File: src/rtl/custom_clock.sv
// Programmable clock divider: clock_signal toggles every (cycle_delay + 1) clk
// rising edges, giving a 50% duty square wave with period 2*(cycle_delay + 1).
module custom_clock #(
    parameter int WIDTH = 32
) (
    input  logic             clk,
    input  logic             rst_n,
    input  logic [WIDTH-1:0] cycle_delay,
    output logic             clock_signal
);

    logic [WIDTH-1:0] counter_q, counter_d;
    logic             clk_q, clk_d;

    // Compare with >= so a delay lowered below the running count toggles on the
    // next edge. Because of that, the counter only increments while it is below
    // cycle_delay, so it can never wrap, even for an all-ones delay.
    always_comb begin
        counter_d = counter_q + 1'b1;
        clk_d     = clk_q;
        if (counter_q >= cycle_delay) begin
            counter_d = '0;
            clk_d     = ~clk_q;
        end
    end

    always_ff @(posedge clk) begin
        if (!rst_n) begin
            counter_q <= '0;
            clk_q     <= 1'b0;
        end else begin
            counter_q <= counter_d;
            clk_q     <= clk_d;
        end
    end

    assign clock_signal = clk_q;

endmodule

File: config.mk
export PLATFORM = sky130hd
export DESIGN_NAME = custom_clock
export DESIGN_NICKNAME = d
export VERILOG_FILES = /design/src/rtl/custom_clock.sv
export SDC_FILE = /design/constraint.sdc
export NUM_CORES = 1
export LEC_CHECK = 0
export ABC_AREA = 1
export ABC_CLOCK_PERIOD_IN_PS = 2900
export CORE_MARGIN = 2
export CORE_UTILIZATION = 30
export DETAILED_ROUTE_END_ITERATION = 7
export PLACE_DENSITY = 0.6
export SYNTH_ARGS = -nofsm -noshare
export SYNTH_HDL_FRONTEND = slang
export SYNTH_SLANG_ARGS = --single-unit
export TNS_END_PERCENT = 10
File: constraint.sdc
create_clock -name clk -period 2.9 [get_ports clk]
set_input_delay 0.29 -clock clk [delete_from_list [all_inputs] [get_ports clk]]
set_output_delay 0.29 -clock clk [all_outputs]
set_load 0.005 [all_outputs]
# --- Yosys cells after proc, flatten, opt, wreduce, memory -nomap -nowiden ---
# Cells that the tools add are included.
word_totals:
  in_bits: 34
  output_inout_bits: 1
  reg_bits: 33
classes:
  reduce_logical: 1
  n_lt_le_gt_ge: 1
  n_bitwise: 2
  add_sub_neg: 1
op_table:
  columns: ["operator", "n"]
  rows:
  - ["adder 32 x 1 -> 32 bit (second input constant)", 1]
  - ["greater-or-equal comparator 32 bit", 1]
  - ["inverter 1 bit", 2]
  - ["OR reduction 2 bit", 1]

# --- Logic depth before layout (Yosys ltp) ---
logic_depth:
  depth_word: 2
  mapped_depth: 15
  mapped_depth_nobuf: 15

# --- Worst setup path after synthesis ---
# No wires, ideal clock.
synth_path:
  path_kind: "reg-to-reg"
  from: "register counter_q[7]"
  to: "register counter_q[24]"
  slack_ns: 1.328
  path_buffers: 1
  setup_time_ns: 0.117
  synth_period_minus_slack_ns: 1.572
  path_stages_with_launch: 14
  t_arrival_ns: 1.455
  cell_sequence: "dfxtp_1 > ha_1 > nand2_1 > inv_1 > nand2_1 > nor2_1 > nor2_1 > nand2_1 > nand2_1 > nand2_1 > nand2_1 > nand3_1 > buf_2 > nor2_1"
synth_via:
  elab_chain_cells: 2
  elab_cells_between_ends: 3
  classes_between: "1 x add/sub; 1 x order compare; 1 x reduce/logical"
synth_lines:
  columns: ["item", "line_no", "rtl"]
  rows:
  - ["start, declared", "12", "logic [WIDTH-1:0] counter_q, counter_d;"]
  - ["start signal, assigned", "32", "counter_q <= counter_d;"]
  - ["greater-or-equal comparator 32 bit", "21", "if (counter_q >= cycle_delay) begin"]
  - ["OR reduction 2 bit (no source line)", null, null]
# Parallel ways exist; a longest one is shown, timed or not.
# A chain may end at the register's enable or synchronous reset.

# --- Worst setup path after layout ---
layout_path:
  from: "input cycle_delay[15]"
  to: "register counter_q[20]"
layout_via:
  elab_chain_cells: 2
layout_lines:
  columns: ["item", "line_no", "rtl"]
  rows:
  - ["start, declared", "8", "input logic [WIDTH-1:0] cycle_delay,"]
  - ["greater-or-equal comparator 32 bit", "21", null]
  - ["OR reduction 2 bit (no source line)", null, null]
# No other way between the ends.

==> key figures <==
Flow run
  – Number of max-cap violations: 0

Drt
  – Number of DRC markers in iteration 0: approximately 100
  – Detail Route Antenna Nets: 0
  – DR vias: approximately 2400
  – Final WL: 6022 um
  – WL per Instance: about 11 um
  – Drc violations: 0
  – Via/cell ratio: 4.497
  – Pre-antenna DRT Iters: 4

Clocking
  – Postcts setup bufs: 0
  – Clk pin slew, worst setup/hold paths: roughly 0.070 ns
  – # clock sinks: 33
  – # resized after CTS: 0
  – CTS max path bufs: 2
  – H-tree Lvls: 2
  – Clock latency on the worst-skew pair: about 0.29 ns
  – CTS tree: done
  – CTS Buf Count: 5
  – Root Driver: clkbuf_8
  – CTS Hold Bufs: 0

Synthesis
  – Number of synthesized flops with an enable pin: 0
  – Post-synthesis register bit count: 33
  – Async set or reset register ratio after synthesis: 0%
  – Syn avg cell area: around 6.6 sq um
  – Yosys warnings: 0
  – Distinct cells, synth: 24
  – Sequential fraction of the synthesis area: about a quarter
  – Mapped Area: roughly 0.0025 sq mm
  – Commonest cells in the synthesized netlist: nand2_1 (89), inv_1 (68), nor2_1 (53), dfxtp_1 (33), ha_1 (33)
  – Mapped Nets: between 400 and 500
  – Gate Count Post-Synth: 383
  – Main synth FF type: dfxtp_1
  – Share of the synthesized area in the top cell type: between 20% and 30%
  – Cell taking the most area after synthesis: dfxtp_1
  – Top-count cell post-synth: nand2_1
  – Ranking of synthesized cells by area: dfxtp_1 (26%), ha_1 (16%), nand2_1 (13%), inv_1 (10%), nor2_1 (7.9%)

Worst setup path
  – CP Launch Type: primary input
  – Critical path type: in -> reg
  – Max incr delay on CP: roughly 0.45 ns
  – Critical path, cell by cell: clkdlybuf4s50_1, inv_1, ha_1, a21oi_1, o21ai_0, a21oi_1, nand2_1, nand2_1, nand3_1, buf_4, a21oi_1
  – Critical Path RT: around 3.1 ns
  – CP max-delay cell: clkdlybuf4s50_1
  – Worst setup EP type: flip-flop
  – CP Max Fanout: 14
  – Critical Path Most Common Cell: a21oi_1
  – Critical path data arrival time: 2.18 ns

Floorplan
  – Die H: ~96 um
  – Die X: between 90 and 100 um
  – Row Count: 33
  – CORE AREA: 0.008217 sq mm
  – Die ar.: around 0.0092 sq mm
  – Starting Density: a little under a third
  – Top-Level Pins: 35

Power
  – Sw frac: approximately a quarter
  – Power Density: 295.4 mW/mm^2
  – Static Leak: approximately 1.3 nW
  – Worst VDD drop: approximately 170 uV
  – Cell Int Power: approximately 0.00069 W
  – Flop pwr share: between 50% and 60%
  – Clk pwr share: between 30% and 40%
  – NetSw: approximately 0.00023 W
  – Comb power frac: between 10% and 20%

Timing
  – Max frequency: 0.5087 GHz
  – Final Hold Viols: 0
  – Clock Skews: between 0.005 and 0.006 ns
  – Post-route setup slack: between 0.9 and 1 ns
  – Setup TNS: 0 ns
  – Final Setup Violations: 0
  – Tcrit/Tclk final: 67.78%
  – Actual slew at the worst max-slew pin: roughly 0.41 ns
  – RSZ-0062 raised after global routing: false
  – Rel. slew slack: 72.33%
  – Post-route minimum period: 1.966 ns
  – Max Slew Vio Count: 0

Global routing
  – Met3 global-route usage: under 10%
  – Largest net degree at the start of global routing: 19
  – Vias in the first global route: 2256
  – Total grt overflow: 0
  – Gr busiest metal: met2
  – Tot GR Track Use: 14.31%
  – M1 GR Usage: 17.93%
  – First-pass GRT wire length: 10150 um
  – Initial antenna violation count: 0
  – Met2 Track Usage GR: between 20% and 30%

Cells and area
  – Fin area: approximately 0.003 sq mm
  – Fin util: 37.57%
  – Fill count: between 800 and 900
  – Layout Nets: 490
  – Antenna fix cells: 0
  – Area growth syn-to-layout: 21.89%
  – Layout cells sized above 1: roughly 6.1%

Place
  – Place WS: ~0.62 ns
  – Dpl hpwl: 4972 um
  – DP Area: roughly 0.003 sq mm
  – GP Congestion: 0.8817
  – IO Port Bufs: 34

Run status
  – Status: complete, no violations

Min path
  – Worst Hold Class: reg -> reg
[cell families (layout without fill, tap and decap cells)]
kind of cell / count (synthesis) / after routing / share of synthesized area (%)
AO/OA/AOI/OAI: 37 / 37 / 7.509
XOR/XNOR: 16 / 16 / 5.533
adder cells (fa/ha/maj): 33 / 33 / 16.30
buffers and inverters: 74 / 115 / 11.12
flip-flops: 33 / 33 / 26.09
AND/OR/NAND/NOR: 190 / 190 / 33.45
[path summary, 6_finish.rpt]
path	start	end	slack (ns)	depth (start not counted)
max reg2reg	counter_q[9]$_SDFF_PP0_	counter_q[20]$_SDFF_PP0_	1.04	9
min reg2reg	counter_q[0]$_SDFF_PP0_	counter_q[0]$_SDFF_PP0_	0.48	1
min	counter_q[0]$_SDFF_PP0_	counter_q[0]$_SDFF_PP0_	0.48	1
max	cycle_delay[15]	counter_q[20]$_SDFF_PP0_	0.93	11
[worst max-delay path: cells and delay by family]
family,cells,cell delay (ns)
and+or+nand+nor,3,0.32
AOI/OAI and AO/OA,4,0.57
adders and majority gates,1,0.29
buffers and inverters,3,0.69
[sequential cells by signal, indices dropped and copies added, names as in the netlist]
name	flops
counter_q	32
clock_signal	1
[metrics by stage]
step / total power [W] / instances / hold slack [ns]
5_1_grt: 0.0009546 / 529 / 0.5082
2_1_floorplan: 0.0005225 / 383 / 0.4107
3_3_place_gp: 0.0005775 / 521 / 0.4558
3_5_place_dp: 0.0005818 / 521 / 0.4682
4_1_cts: 0.0009236 / 529 / 0.4859
6_report: 0.0009118 / 529 / 0.4833
[area by class of cell]
cell class,count,area (sq um),share of cell area [%]
inverters,71,266.5,8.634
clock inverters,2,10.01,0.3243
clock buffers,6,72.57,2.351
flip-flops and latches,33,660.6,21.40
repair buffers,36,355.3,11.51
well taps,105,131.4,4.256
multi-input cells,276,1590,51.52
[placed cells by master (no fill, tap or decap), types with 3 or more instances in the layout]
| master | instances |
|---|---|
| or2_0 | 4 |
| inv_1 | 68 |
| clkbuf_8 | 5 |
| o21ai_0 | 5 |
| nand4_1 | 12 |
| or2_2 | 3 |
| a21oi_1 | 30 |
| nor3_1 | 7 |
| nand2_1 | 89 |
| inv_2 | 3 |
| clkdlybuf4s50_1 | 34 |
| ha_1 | 33 |
| xnor2_1 | 6 |
| dfxtp_1 | 33 |
| nor2_1 | 53 |
| nand3_1 | 10 |
| xor2_1 | 10 |
[power by group through the flow]
stage	Combinational [W]	Sequential [W]	Clock, W
after CTS	0.000110	0.000462	0.000352
after detailed placement	0.000109	0.000473	0
after global placement	0.000105	0.000472	0
after floorplan	0.0000517	0.000471	0
after global routing	0.000124	0.000463	0.000368
final	0.000108	0.000462	0.000342
[per-layer routing]
| layer | wire length (um) | part of all wire [%] | vias to the layer above |
|---|---|---|---|
| li1 | - | - | 1286 |
| met1 | 2921 | 49 | 1046 |
| met2 | 2758 | 46 | 40 |
| met3 | 271 | 4.5 | 7 |
| met4 | 70 | 1.2 | 0 |
| met5 | 0 | 0 | - |
Power figures use the tool's default switching activity.
